<file path="src/rtl/mux4_scan_ctrl_if.sv">
// Sample stream port of mux4_scan_ctrl: captured mux data
// plus its channel index, with a valid/ready handshake.
interface mux4_scan_ctrl_if #(
    parameter int WIDTH = 8
);
    logic [WIDTH-1:0] out_data;
    logic [1:0]       out_chan;
    logic             out_valid;
    logic             out_ready;

    modport master (
        output out_data,
        output out_chan,
        output out_valid,
        input  out_ready
    );

    modport slave (
        input  out_data,
        input  out_chan,
        input  out_valid,
        output out_ready
    );
endinterface

</file>
<file path="src/rtl/mux4_scan_ctrl.sv">
// Paced scan sequencer for a 4:1 mux: settle, sample, hand off.
// Optional macro SCAN_CONT_EN: continuous wrap-around with stop.
module mux4_scan_ctrl #(
    parameter int WIDTH = 8,
    parameter int DWELL = 2
) (
    input  logic             clk,
    input  logic             rst,
    input  logic             start,
    input  logic [3:0]       chan_en,
    input  logic [WIDTH-1:0] y,
`ifdef SCAN_CONT_EN
    input  logic             stop,
`endif
    output logic [1:0]       sel,
    output logic             busy,
    output logic             done,
    mux4_scan_ctrl_if.master stream
);

    typedef enum logic [1:0] {
        IDLE,
        SETTLE,
        HOLD
    } state_t;

    localparam logic [3:0] RELOAD = 4'(DWELL - 1);

    state_t     state;
    logic [3:0] cnt;
    logic [3:0] mask;
    logic [3:0] above;
    logic       has_next;
    logic       fin;
    logic [1:0] nxt;

    function automatic logic [1:0] low_idx(input logic [3:0] m);
        logic [1:0] r;
        r = 2'd0;
        if (m[0])      r = 2'd0;
        else if (m[1]) r = 2'd1;
        else if (m[2]) r = 2'd2;
        else if (m[3]) r = 2'd3;
        return r;
    endfunction

    function automatic logic [3:0] higher(input logic [1:0] s);
        logic [3:0] r;
        unique case (s)
            2'd0:    r = 4'b1110;
            2'd1:    r = 4'b1100;
            2'd2:    r = 4'b1000;
            default: r = 4'b0000;
        endcase
        return r;
    endfunction

`ifdef SCAN_CONT_EN
    logic stop_q;
`endif

    always_comb begin
        above    = mask & higher(sel);
        has_next = |above;
`ifdef SCAN_CONT_EN
        // Continuous mode only ends on a latched stop; otherwise wrap.
        fin = stop_q;
        nxt = has_next ? low_idx(above) : low_idx(mask);
`else
        fin = !has_next;
        nxt = low_idx(above);
`endif
    end

    always_ff @(posedge clk or posedge rst) begin
        if (rst) begin
            state            <= IDLE;
            sel              <= 2'd0;
            cnt              <= 4'd0;
            mask             <= 4'd0;
            busy             <= 1'b0;
            done             <= 1'b0;
            stream.out_data  <= '0;
            stream.out_chan  <= 2'd0;
            stream.out_valid <= 1'b0;
`ifdef SCAN_CONT_EN
            stop_q           <= 1'b0;
`endif
        end else begin
            done <= 1'b0;
`ifdef SCAN_CONT_EN
            if (busy && stop)
                stop_q <= 1'b1;
`endif
            unique case (state)
                IDLE: begin
                    if (start) begin
                        if (|chan_en) begin
                            mask  <= chan_en;
                            sel   <= low_idx(chan_en);
                            cnt   <= RELOAD;
                            busy  <= 1'b1;
                            state <= SETTLE;
                        end else begin
                            done <= 1'b1;
                        end
                    end
                end
                SETTLE: begin
                    if (cnt == 4'd0) begin
                        stream.out_data  <= y;
                        stream.out_chan  <= sel;
                        stream.out_valid <= 1'b1;
                        state            <= HOLD;
                    end else begin
                        cnt <= cnt - 4'd1;
                    end
                end
                HOLD: begin
                    if (stream.out_ready) begin
                        stream.out_valid <= 1'b0;
                        if (fin) begin
                            busy  <= 1'b0;
                            done  <= 1'b1;
                            state <= IDLE;
`ifdef SCAN_CONT_EN
                            stop_q <= 1'b0;
`endif
                        end else begin
                            sel   <= nxt;
                            cnt   <= RELOAD;
                            state <= SETTLE;
                        end
                    end
                end
                default: state <= IDLE;
            endcase
        end
    end

endmodule

</file>
<file path="src/flat_wrapper.sv">
// flat-port wrapper written by rule: the top's interface ports become plain ports
module mux4_scan_ctrl_flat 
#(
    parameter int WIDTH = 8,
    parameter int DWELL = 2
)
  (clk, rst, start, chan_en, y, sel, busy, done, stream_out_data, stream_out_chan, stream_out_valid, stream_out_ready);
  mux4_scan_ctrl_if #(.WIDTH(WIDTH)) stream_i ();
  input  logic clk;
  input  logic rst;
  input  logic start;
  input  logic [3:0] chan_en;
  input  logic [WIDTH-1:0] y;
  output logic [1:0] sel;
  output logic busy;
  output logic done;
  output wire logic [$bits(stream_i.out_data)-1:0] stream_out_data;
  output wire logic [$bits(stream_i.out_chan)-1:0] stream_out_chan;
  output wire logic [$bits(stream_i.out_valid)-1:0] stream_out_valid;
  input wire logic [$bits(stream_i.out_ready)-1:0] stream_out_ready;
  assign stream_out_data = stream_i.out_data;
  assign stream_out_chan = stream_i.out_chan;
  assign stream_out_valid = stream_i.out_valid;
  assign stream_i.out_ready = stream_out_ready;
  mux4_scan_ctrl #(.WIDTH(WIDTH), .DWELL(DWELL)) u_core (.clk(clk), .rst(rst), .start(start), .chan_en(chan_en), .y(y), .sel(sel), .busy(busy), .done(done), .stream(stream_i));
endmodule
</file>
<file path="config.mk">
export PLATFORM = sky130hd
export DESIGN_NAME = mux4_scan_ctrl_flat
export DESIGN_NICKNAME = d
export VERILOG_FILES = /design/src/rtl/mux4_scan_ctrl_if.sv /design/src/rtl/mux4_scan_ctrl.sv /design/src/flat_wrapper.sv
export SDC_FILE = /design/constraint.sdc
export NUM_CORES = 1
export LEC_CHECK = 0
export CAP_MARGIN = 10
export CORE_UTILIZATION = 50
export CTS_BUF_LIST = sky130_fd_sc_hd__clkbuf_4
export CTS_CLUSTER_SIZE = 8
export DETAILED_ROUTE_END_ITERATION = 8
export PLACE_DENSITY = 0.91
export SKIP_CTS_REPAIR_TIMING = 1
export SYNTH_ARGS = -nofsm -noshare
export SYNTH_HDL_FRONTEND = slang
export SYNTH_SLANG_ARGS = --single-unit
</file>
<file path="constraint.sdc">
create_clock -name clk -period 3.1 [get_ports clk]
set_clock_uncertainty 0.2 [all_clocks]
set_input_delay 0.62 -clock clk [delete_from_list [all_inputs] [get_ports clk]]
set_output_delay 0.62 -clock clk [all_outputs]
set_load 0.1 [all_outputs]
</file>
---- After elaboration in Yosys (flattened, before gate mapping) ----
Cells that the tools add are included.
cells by class
  muxes and demuxes ....................... 39
  bitwise operators ....................... 1
  $add $sub $neg .......................... 1
  reductions and logical operators ........ 15
  equality and inequality tests ........... 11
operators with widths
  operator                                                                 count
  2-bit two-way mux                                                        16
  4-bit one-hot mux with 3 select lines                                    2
  4-bit two-way mux                                                        5
  1-bit two-way mux                                                        11
  5-bit AND reduction                                                      2
  2-bit inequality test, second input constant                             4
  4-bit OR reduction                                                       2
  2-bit by 1-bit inequality test with 1-bit output, second input constant  3
  1-bit one-hot mux with 2 select lines                                    3
  2-bit one-hot mux with 3 select lines                                    1
  3-bit AND reduction                                                      2
  6-bit AND reduction                                                      1
  4-bit AND                                                                1
  2-bit by 1-bit equality test with 1-bit output, second input constant    2
  2-bit equality test, second input constant                               2
  2-bit logical NOT                                                        2
  4-bit logical NOT                                                        1
  2-bit one-hot mux with 2 select lines                                    1
  4-bit AND reduction                                                      1
  2-bit nonzero test                                                       2
  4-bit by 1-bit subtractor with 4-bit output, second input constant       1
  3-bit nonzero test                                                       1
  2-bit AND reduction                                                      1
storage, ports and cells
  bits of input ports ..................... 16
  word-level logic and storage cells ...... 76
  bits in registers ....................... 25

---- Logic depth before layout (Yosys ltp) ----
Gate-level depths: netlist of the first run.
  depth in word-level cells ............... 10
  gate-level depth with buffers ........... 7
  depth with buffers taken out ............ 7

---- Least setup slack after synthesis of the first run ----
No wires, ideal clock.
  path type ............................... register to register
  start point ............................. register u_core.sel[0]
  end point ............................... register u_core.cnt[0]
  slack ................................... 0.909 ns
  stages on the path, launching flop included .. 6
  data arrival time ....................... 1.866 ns
  period minus slack after synthesis ...... 2.191 ns
  setup time .............................. 0.125 ns
  path buffers ............................ 0
  path through ............................ dfrtp_1 -> nand2b_1 -> a21oi_1 -> a21oi_1 -> o22ai_2 -> mux2_4
between the ends
  cells in the longest elaborated chain, start to end .. 6
  elaborated cells between the ends (all ways) .. 8
  those cells by class .................... eq/ne (3); mux (1); bitwise (1); reduce/logical (3)
RTL lines
  element                                                              line                   source
  from (decl)                                                          mux4_scan_ctrl.sv:15   output logic [1:0] sel,
  from (signal assigned)                                               mux4_scan_ctrl.sv:100  sel <= low_idx(chan_en);
  from (signal assigned)                                               mux4_scan_ctrl.sv:130  sel <= nxt;
  2-bit equality test, or another cell as far along                    mux4_scan_ctrl.sv:49   unique case (s)
  4-bit one-hot mux with 3 select lines *                              mux4_scan_ctrl.sv:49
  4-bit AND *                                                          mux4_scan_ctrl.sv:63   above = mask & higher(sel);
  4-bit OR reduction *                                                 mux4_scan_ctrl.sv:64   has_next = |above;
  2-bit by 1-bit inequality test with 1-bit output (no source line) *  -
  6-bit AND reduction (no source line) *                               -
  to (signal assigned)                                                 mux4_scan_ctrl.sv:116  cnt <= cnt - 4'd1;
  to (decl)                                                            mux4_scan_ctrl.sv:30   logic [3:0] cnt;
Every way passes the cells marked *; elsewhere a longest branch is shown, timed or not.
A chain may end at the register's enable or synchronous reset.

---- Final worst setup path of the first run ----
  start point ............................. input port chan_en[2]
  end point ............................... register u_core.cnt[0]
between the ends
  cells in the longest elaborated chain, start to end .. 3
RTL lines
  element                                                            line                  source
  from (decl)                                                        flat_wrapper.sv:12    input logic [3:0] chan_en;
  4-bit OR reduction                                                 mux4_scan_ctrl.sv:98  if (|chan_en) begin
  2-bit by 1-bit inequality test with 1-bit output (no source line)  -
  6-bit AND reduction (no source line)                               -
Every way passes these cells.

==> flow_summary.json, run 1 <==
{
  "outcome": "finished clean",
  "portBuffers": 30,
  "ctsHtreeMaxLevel": 1,
  "setup_violations": 0,
  "drive_above_1_share_pct": 27.2,
  "synth_area_per_cell_um2": 10.9,
  "fin_ws_ns": 0.781,
  "vias": 900,
  "crit_path_end_kind": "flop",
  "multi_input_comb_area_um2": 470,
  "place_ws_ns": 0.466,
  "synth_area_leaders": "dfrtp_1 53%, mux2_2 9.0%, o21ai_0 4.0%, inv_1 4.0%, nand2_1 2.7%",
  "slew_headroom_pct": 67.1,
  "grtUsageTotal_pct": 21.6,
  "finalCritPeriodShare_pct": 74.8,
  "antenna_found_initial": 0,
  "area_growth_syn_to_layout_pct": 30.8,
  "drt_iter0_drc": 11,
  "synth_edf_count": 0,
  "num_antenna_cells": 0,
  "fillers": 147,
  "maxCapViolations": 0,
  "die_area_um2": 2450,
  "worstPathArrival_ns": 2.34,
  "ys_warn_count": 0,
  "crit_fanout": 6,
  "hold_path.class": "reg -> reg",
  "worstSetupPathType": "in -> reg",
  "drcViolationCount": 0,
  "r2r-start": "u_core.cnt[0]",
  "final-hold-violation-count": 0,
  "setup_tns_ns": 0,
  "core_um2": 2040,
  "yosysSeqAreaShare_pct": 53.3,
  "synth_cell_types": 28,
  "cts.sinks": 24,
  "dieHeight_um": 49.5,
  "die_x_um": 49.5,
  "grt_max_degree": 25,
  "crit_path_cell_trace": "clkdlybuf4s50_1 > or4_4 > a31oi_1 > o22ai_2 > mux2_4",
  "hold_start": "u_core.stream.out_data[1]",
  "regArea_um2": 601,
  "synth-main-ff-cell": "dfrtp_1",
  "grt-ovfl-total": 0,
  "ys_ff_latch": 24,
  "cts_tree": "built",
  "period_needed_ns": 2.32,
  "cts.path.max_buffers": 2,
  "antenna_left": 0,
  "worstRegToRegCells": 5,
  "crit_path_top_delay_cell": "or4_4",
  "rows": 16,
  "r2r_slack_ns": 0.84,
  "via_per_inst": 5.52,
  "slew_violations": 0,
  "avgRoutedWirePerCell_um": 14.4,
  "initial_core_util_pct": 55.1,
  "syn_area_um2": 1130,
  "gp_congestion": 0.875,
  "grt_pass1_wl_um": 3930,
  "wirelength_um": 2340,
  "io_pins": 31,
  "synthCells": 103,
  "clkTransAtPathRegs_ns": 0.13,
  "tightestPinTransition_ns": 0.493,
  "cts_root_buffer": "clkbuf_4",
  "r2r-end": "u_core.stream.out_data[2]",
  "cp_num_buf_inv": 1,
  "synth_area_leader_cell": "dfrtp_1",
  "drt_pass1_iterations": 4,
  "holdPathStages": 1,
  "grt_setup_unrepaired": "no",
  "syn_nets": 121,
  "async_reset_ff_share_pct": 100,
  "critical_path_required_ns": 3.12,
  "fmax_ghz": 0.431,
  "worst_skew_pair.late_latency_ns": 0.32,
  "dpl.hpwl_um": 1800,
  "nets": 155,
  "numCtsBuffers": 3,
  "crit_family": "simple AND/OR/NAND/NOR gates",
  "grt_pass1_vias": 940,
  "synth_top_area_share_pct": 53.3,
  "max_stage_delay_ns": 0.59,
  "worst_setup_path_start_kind": "input port",
  "min_to": "u_core.stream.out_data[1]"
}
[cells in the mapped netlist (2+ instances only)]
cell / number
a21oi_1: 4
a22o_1: 2
a22o_2: 2
a31oi_1: 4
and2_1: 2
and2b_2: 2
buf_2: 2
dfrtp_1: 24
ha_1: 2
inv_1: 12
mux2_2: 9
nand2_1: 8
nand2b_1: 3
nand3_1: 2
nor2_1: 3
nor3_1: 2
o21ai_0: 9
[metrics by stage]
| step | cell area, µm² | utilization [%] | hold slack, ns | std cells |
|---|---|---|---|---|
| after floorplan | 1130 | - | 0.267 | 103 |
| after global placement | 1420 | 69.5 | 0.268 | 159 |
| after detailed placement | 1420 | 69.5 | 0.298 | 159 |
| after CTS | 1470 | 72.1 | 0.330 | 163 |
| after global routing | 1470 | 72.1 | 0.344 | 163 |
| final | 1470 | 72.1 | 0.327 | 163 |
[how the worst max path moves through the flow]
stage / cells after the start / from / end / slack, ns
floorplan: 5 / u_core.sel[0] / u_core.cnt[0] / 0.91
global placement: 5 / chan_en[2] / u_core.cnt[0] / 0.51
detailed placement: 5 / chan_en[3] / u_core.cnt[0] / 0.47
CTS: 5 / chan_en[3] / u_core.cnt[0] / 0.79
global route: 5 / u_core.cnt[0] / u_core.stream.out_data[2] / 0.66
finish: 5 / chan_en[2] / u_core.cnt[0] / 0.78
[sequential cells by signal, summed over array words and instances (netlist names), 2 cells and up]
signal and flops:
u_core.cnt 4, u_core.mask 3, u_core.stream.out_data 8, u_core.sel 2
u_core.stream.out_chan 2, u_core.state 2
[worst reg2reg max path: stages, from the launching register on]
cell and delay [ns]:
dfrtp_1 0.39, inv_1 0.14, ha_1 0.16, nor3b_1 0.43
nand2_1 0.44, mux2_2 0.41
[layout make-up]
class	count	area share [%]
multi-input cells	65	31.9
clock buffers	3	1.53
flip-flops and latches	24	40.8
inverters	12	3.06
repair buffers	31	18.4
well taps	27	2.29
clock inverters	1	2.04
[layout by cell type (no fill, tap or decap), types with 3 or more instances in the layout]
cell type        netlist  routed
inv_1                 12      12
nand2b_1               3       3
clkdlybuf4s50_1        0      15
a31oi_1                4       4
a21oi_1                4       4
dfrtp_1               24      24
buf_4                  0      16
mux2_2                 9       9
nand2_1                8       8
nor2_1                 3       3
clkbuf_4               0       3
o21ai_0                9       9
[kinds of logic (layout without fill, tap and decap cells)]
| family | after synthesis | in the layout | share of synthesized area [%] |
|---|---|---|---|
| buffers and inverters | 14 | 47 | 4.89 |
| AND/OR/NAND/NOR | 26 | 26 | 12.7 |
| AO/OA/AOI/OAI | 26 | 26 | 15.7 |
| multiplexers | 11 | 11 | 11.2 |
| adder cells (fa/ha/maj) | 2 | 2 | 2.22 |
| flip-flops | 24 | 24 | 53.3 |
[metal layers]
metal / vias to the layer above / global-route usage (%) / share of wire, %
li1: 421 / - / -
met1: 446 / 23.7 / 40
met2: 33 / 39.3 / 55
met3: 0 / 5.25 / 5.2
met4: 0 / 9.05 / 0
met5: - / 0 / 0
Power of run 1 is not shown: default switching activity piles up to over one toggle a cycle in this logic, so the estimate is an artifact.
==> run 2: changes to the inputs <==
--- a/config.mk
+++ b/config.mk
@@ -6,11 +6,11 @@
 export NUM_CORES = 1
 export LEC_CHECK = 0
 export CAP_MARGIN = 10
-export CORE_UTILIZATION = 50
+export CORE_UTILIZATION = 44
 export CTS_BUF_LIST = sky130_fd_sc_hd__clkbuf_4
 export CTS_CLUSTER_SIZE = 8
 export DETAILED_ROUTE_END_ITERATION = 8
-export PLACE_DENSITY = 0.91
+export PLACE_DENSITY = 0.85
 export SKIP_CTS_REPAIR_TIMING = 1
 export SYNTH_ARGS = -nofsm -noshare
 export SYNTH_HDL_FRONTEND = slang
==> constraint.sdc (replaced) <==
create_clock -name clk -period 1.94 [get_ports clk]
set_clock_uncertainty 0.2 [all_clocks]
set_input_delay 0.388 -clock clk [delete_from_list [all_inputs] [get_ports clk]]
set_output_delay 0.388 -clock clk [all_outputs]
set_load 0.1 [all_outputs]
==> flow_summary.json, run 2 (synthesis results as in run 1) <==
{
  "area_growth_syn_to_layout_pct": 57.7,
  "period_needed_ns": 1.83,
  "cts_tree": "built",
  "antenna_left": 0,
  "critical_path_required_ns": 1.95,
  "crit_path_top_delay_cell": "dfrtp_1",
  "fmax_ghz": 0.547,
  "antenna_found_initial": 0,
  "grtUsageTotal_pct": 22.5,
  "cts.sinks": 24,
  "gp_congestion": 0.835,
  "dpl.hpwl_um": 2000,
  "initial_core_util_pct": 48.6,
  "die_x_um": 52.6,
  "numCtsBuffers": 3,
  "worstPathArrival_ns": 1.84,
  "drt_pass1_iterations": 4,
  "ctsHtreeMaxLevel": 1,
  "tightestPinTransition_ns": 0.348,
  "hold_path.class": "in -> async",
  "num_antenna_cells": 0,
  "crit_fanout": 5,
  "avgRoutedWirePerCell_um": 14.6,
  "grt-ovfl-total": 0,
  "die_area_um2": 2770,
  "slew_violations": 0,
  "maxCapViolations": 0,
  "drcViolationCount": 0,
  "grt_pass1_vias": 1046,
  "rows": 17,
  "nets": 169,
  "via_per_inst": 5.33,
  "clkTransAtPathRegs_ns": 0.13,
  "setup_violations": 0,
  "drive_above_1_share_pct": 37.3,
  "crit_path_end_kind": "flop",
  "grt_max_degree": 25,
  "reg.largest.list": "u_core.stream.out_data x8, u_core.cnt x4, u_core.mask x3",
  "slew_headroom_pct": 76.8,
  "max_stage_delay_ns": 0.39,
  "finalCritPeriodShare_pct": 94.2,
  "worst_setup_path_start_kind": "flop",
  "mostFrequentLayoutCells": "22 x dfrtp_1, 15 x buf_12, 15 x buf_4",
  "final-hold-violation-count": 0,
  "fin_util_pct": 76.6,
  "io_pins": 31,
  "core_um2": 2320,
  "cp_num_buf_inv": 2,
  "dieHeight_um": 52.6,
  "crit_path_cell_trace": "inv_1 > ha_1 > nor3b_2 > buf_4 > nor2_1 > a31oi_2 > o22ai_4 > mux2_4",
  "drt_iter0_drc": 7,
  "grt_pass1_wl_um": 4460,
  "worstSetupPathType": "reg -> reg",
  "outcome": "finished clean",
  "fillers": 155,
  "wirelength_um": 2600,
  "grt_setup_unrepaired": "no",
  "worst_skew_pair.late_latency_ns": 0.31,
  "vias": 948,
  "largest-register": "u_core.stream.out_data",
  "setup_tns_ns": 0,
  "largest_register_ffs": 8,
  "portBuffers": 30,
  "cts_root_buffer": "clkbuf_4",
  "layout_commonest_cell": "dfrtp_1",
  "cts.path.max_buffers": 2,
  "crit_family": "flip-flops"
}
run 2: per-stage QoR:
stage	cell area (µm²)	std cells	worst slack (ns)	hold WS, ns
2_1_floorplan	1130	103	0.0559	0.202
3_3_place_gp	1720	174	-0.382	0.301
3_5_place_dp	1720	174	-0.479	0.326
4_1_cts	1740	178	-0.134	0.217
5_1_grt	1780	178	0.0186	0.268
6_report	1780	178	0.112	0.206
run 2: metal layers:
metal | GRT usage, % | share of wire (%)
met3 | 5.51 | 6.9
met5 | 0 | 0
met2 | 40.5 | 51
met1 | 25.4 | 40
met4 | 7.89 | 1.4
run 2: final cells by class:
class                   instances  area (µm²)  area share (%)
repair buffers                 45         573            32.3
multi-input cells              65         493            27.8
inverters                      12        45.0            2.54
clock buffers                   3        22.5            1.27
well taps                      28        35.0            1.97
flip-flops and latches         24         603            34.0
clock inverters                 1        3.75           0.211
run 2: path summary, 6_finish.rpt:
kind | start | depth (start not counted) | to | slack, ns
min reg2reg | u_core.stream.out_chan[1] | 2 | u_core.stream.out_chan[1] | 0.36
min | rst | 3 | u_core.stream.out_data[3] | 0.21
max | u_core.cnt[1] | 8 | u_core.cnt[0] | 0.11
max in group asynchronous | rst | 3 | u_core.sel[1] | 1.09
max reg2reg | u_core.cnt[1] | 8 | u_core.cnt[0] | 0.11
min in group clk | chan_en[2] | 3 | u_core.mask[2] | 0.25
run 2: worst reg2reg max path, delay by kind of cell, from the launching register on:
family / cells / cell delay (ns)
AND/OR/NAND/NOR: 2 / 0.19
AO/OA/AOI/OAI: 2 / 0.32
buffers and inverters: 2 / 0.21
multiplexers: 1 / 0.28
flip-flops: 1 / 0.39
adder cells (fa/ha/maj): 1 / 0.14
Power of run 2 is left out for the same reason.
==> run 3: changes to the inputs <==
--- a/config.mk
+++ b/config.mk
@@ -11,6 +11,7 @@
 export CTS_CLUSTER_SIZE = 8
 export DETAILED_ROUTE_END_ITERATION = 8
 export PLACE_DENSITY = 0.85
+export RECOVER_POWER = 100
 export SKIP_CTS_REPAIR_TIMING = 1
 export SYNTH_ARGS = -nofsm -noshare
 export SYNTH_HDL_FRONTEND = slang
==> constraint.sdc (replaced) <==
create_clock -name clk -period 1.5 [get_ports clk]
set_clock_uncertainty 0.2 [all_clocks]
set_input_delay 0.3 -clock clk [delete_from_list [all_inputs] [get_ports clk]]
set_output_delay 0.3 -clock clk [all_outputs]
set_load 0.1 [all_outputs]
==> flow_summary.json, run 3 (synthesis results as in run 1) <==
{
  "outcome": "finished with violations",
  "violations": "setup timing",
  "numCtsBuffers": 3,
  "drive_above_1_share_pct": 52.4,
  "core_um2": 2320,
  "finalCritPeriodShare_pct": 121,
  "met3_usage_pct": 7.54,
  "crit_fanout": 6,
  "crit_path_end_kind": "flop",
  "num_antenna_cells": 0,
  "clkTransAtPathRegs_ns": 0.14,
  "grt.busiest_layer": "met2",
  "use_met2_pct": 43.9,
  "dp.cells": 183,
  "mostFrequentLayoutCells": "26 x buf_4, 20 x dfrtp_1, 13 x buf_12",
  "cts.path.max_buffers": 2,
  "die_area_um2": 2770,
  "tightestPinTransition_ns": 0.628,
  "grt_pass1_wl_um": 4490,
  "worstPathArrival_ns": 1.84,
  "final_cells": 194,
  "dieHeight_um": 52.6,
  "ctsHtreeMaxLevel": 1,
  "avgRoutedWirePerCell_um": 18.4,
  "grt-ovfl-total": 0,
  "reg.largest.list": "u_core.stream.out_data x8, u_core.cnt x4, u_core.mask x3",
  "vias": 1056,
  "cts_tree": "built",
  "final-hold-violation-count": 0,
  "wirelength_um": 3570,
  "worstSetupPathType": "reg -> reg",
  "via_per_inst": 5.44,
  "nets": 185,
  "crit_path_top_delay_cell": "dfrtp_1",
  "setup_violations": 21,
  "largest-register": "u_core.stream.out_data",
  "worst_setup_path_start_kind": "flop",
  "area_growth_syn_to_layout_pct": 76.9,
  "antenna_found_initial": 0,
  "max_stage_delay_ns": 0.42,
  "period_needed_ns": 1.81,
  "io_pins": 31,
  "layout_commonest_cell": "buf_4",
  "largest_register_ffs": 8,
  "antenna_left": 0,
  "drcViolationCount": 0,
  "grtUsageTotal_pct": 23.6,
  "fmax_ghz": 0.553,
  "portBuffers": 30,
  "hold_path.class": "in -> reg",
  "cp_num_buf_inv": 3,
  "die_x_um": 52.6,
  "slew_violations": 0,
  "grt_pass1_vias": 976,
  "worst_skew_pair.late_latency_ns": 0.33,
  "critical_path_required_ns": 1.53,
  "maxCapViolations": 0,
  "crit_family": "flip-flops",
  "initial_core_util_pct": 48.6,
  "drt_iter0_drc": 9,
  "grt_use_met1_pct": 25.3,
  "grt_setup_unrepaired": "yes",
  "rows": 17,
  "cts_root_buffer": "clkbuf_4",
  "drt_pass1_iterations": 4,
  "crit_path_cell_trace": "inv_2 > ha_4 > nor3b_4 > buf_4 > nand2_4 > buf_6 > mux2_2",
  "fin_ws_ns": -0.309,
  "dpl.hpwl_um": 2110,
  "slew_headroom_pct": 58.1,
  "gp_congestion": 0.875,
  "grt_max_degree": 25,
  "cts.sinks": 24
}
## run 3: cell count changes in the layout (fill, tap and decap cells not counted), moves of 3 or more
cell	change
buf_4	+11
buf_6	+6
a21oi_1	-3
a21oi_2	+3
## run 3: final timing paths
kind	startpoint	to	slack, ns	depth (start not counted)
min in group asynchronous	rst	u_core.stream.out_data[4]	0.34	3
setup reg to reg	u_core.cnt[0]	u_core.stream.out_data[1]	-0.31	7
max in group asynchronous	rst	u_core.sel[1]	0.28	3
setup / recovery	u_core.cnt[0]	u_core.stream.out_data[1]	-0.31	7
hold / removal	chan_en[3]	u_core.mask[3]	0.16	3
hold reg to reg	u_core.stream.out_data[0]	u_core.stream.out_data[0]	0.37	1
## run 3: through the flow
stage          setup TNS (ns)  setup slack [ns]  cell area [µm²]  hold slack (ns)  util, %
2_1_floorplan           -2.43            -0.253             1160            0.115        -
3_3_place_gp            -7.90            -0.702             1830            0.325     78.8
3_5_place_dp            -9.11            -0.813             1830            0.348     78.8
4_1_cts                 -5.70            -0.482             1880           0.0643     81.1
5_1_grt                 -5.47            -0.354             1990            0.160     85.9
6_report                -4.69            -0.309             1990            0.164     85.9
## run 3: per-layer routing
| layer | up-vias | routed length [µm] |
|---|---|---|
| met5 | - | 0 |
| li1 | 483 | - |
| met4 | 0 | 40 |
| met2 | 39 | 2030 |
| met1 | 528 | 1350 |
| met3 | 6 | 152 |
## run 3: worst reg2reg max path, stage by stage (launching register included)
cell	delay, ns
dfrtp_1	0.42
inv_2	0.10
ha_4	0.14
nor3b_4	0.20
buf_4	0.17
nand2_4	0.07
buf_6	0.14
mux2_2	0.27
## run 3: cell type report
cell class / count / area (µm²)
Inverter: 12 / 45.0
Clock buffer: 3 / 22.5
Multi-Input combinational cell: 65 / 561
Timing Repair Buffer: 61 / 688
Sequential cell: 24 / 611
Clock inverter: 1 / 30.0
Fill cell: 112 / 327
Tap cell: 28 / 35.0
Power of run 3 is left out for the same reason.
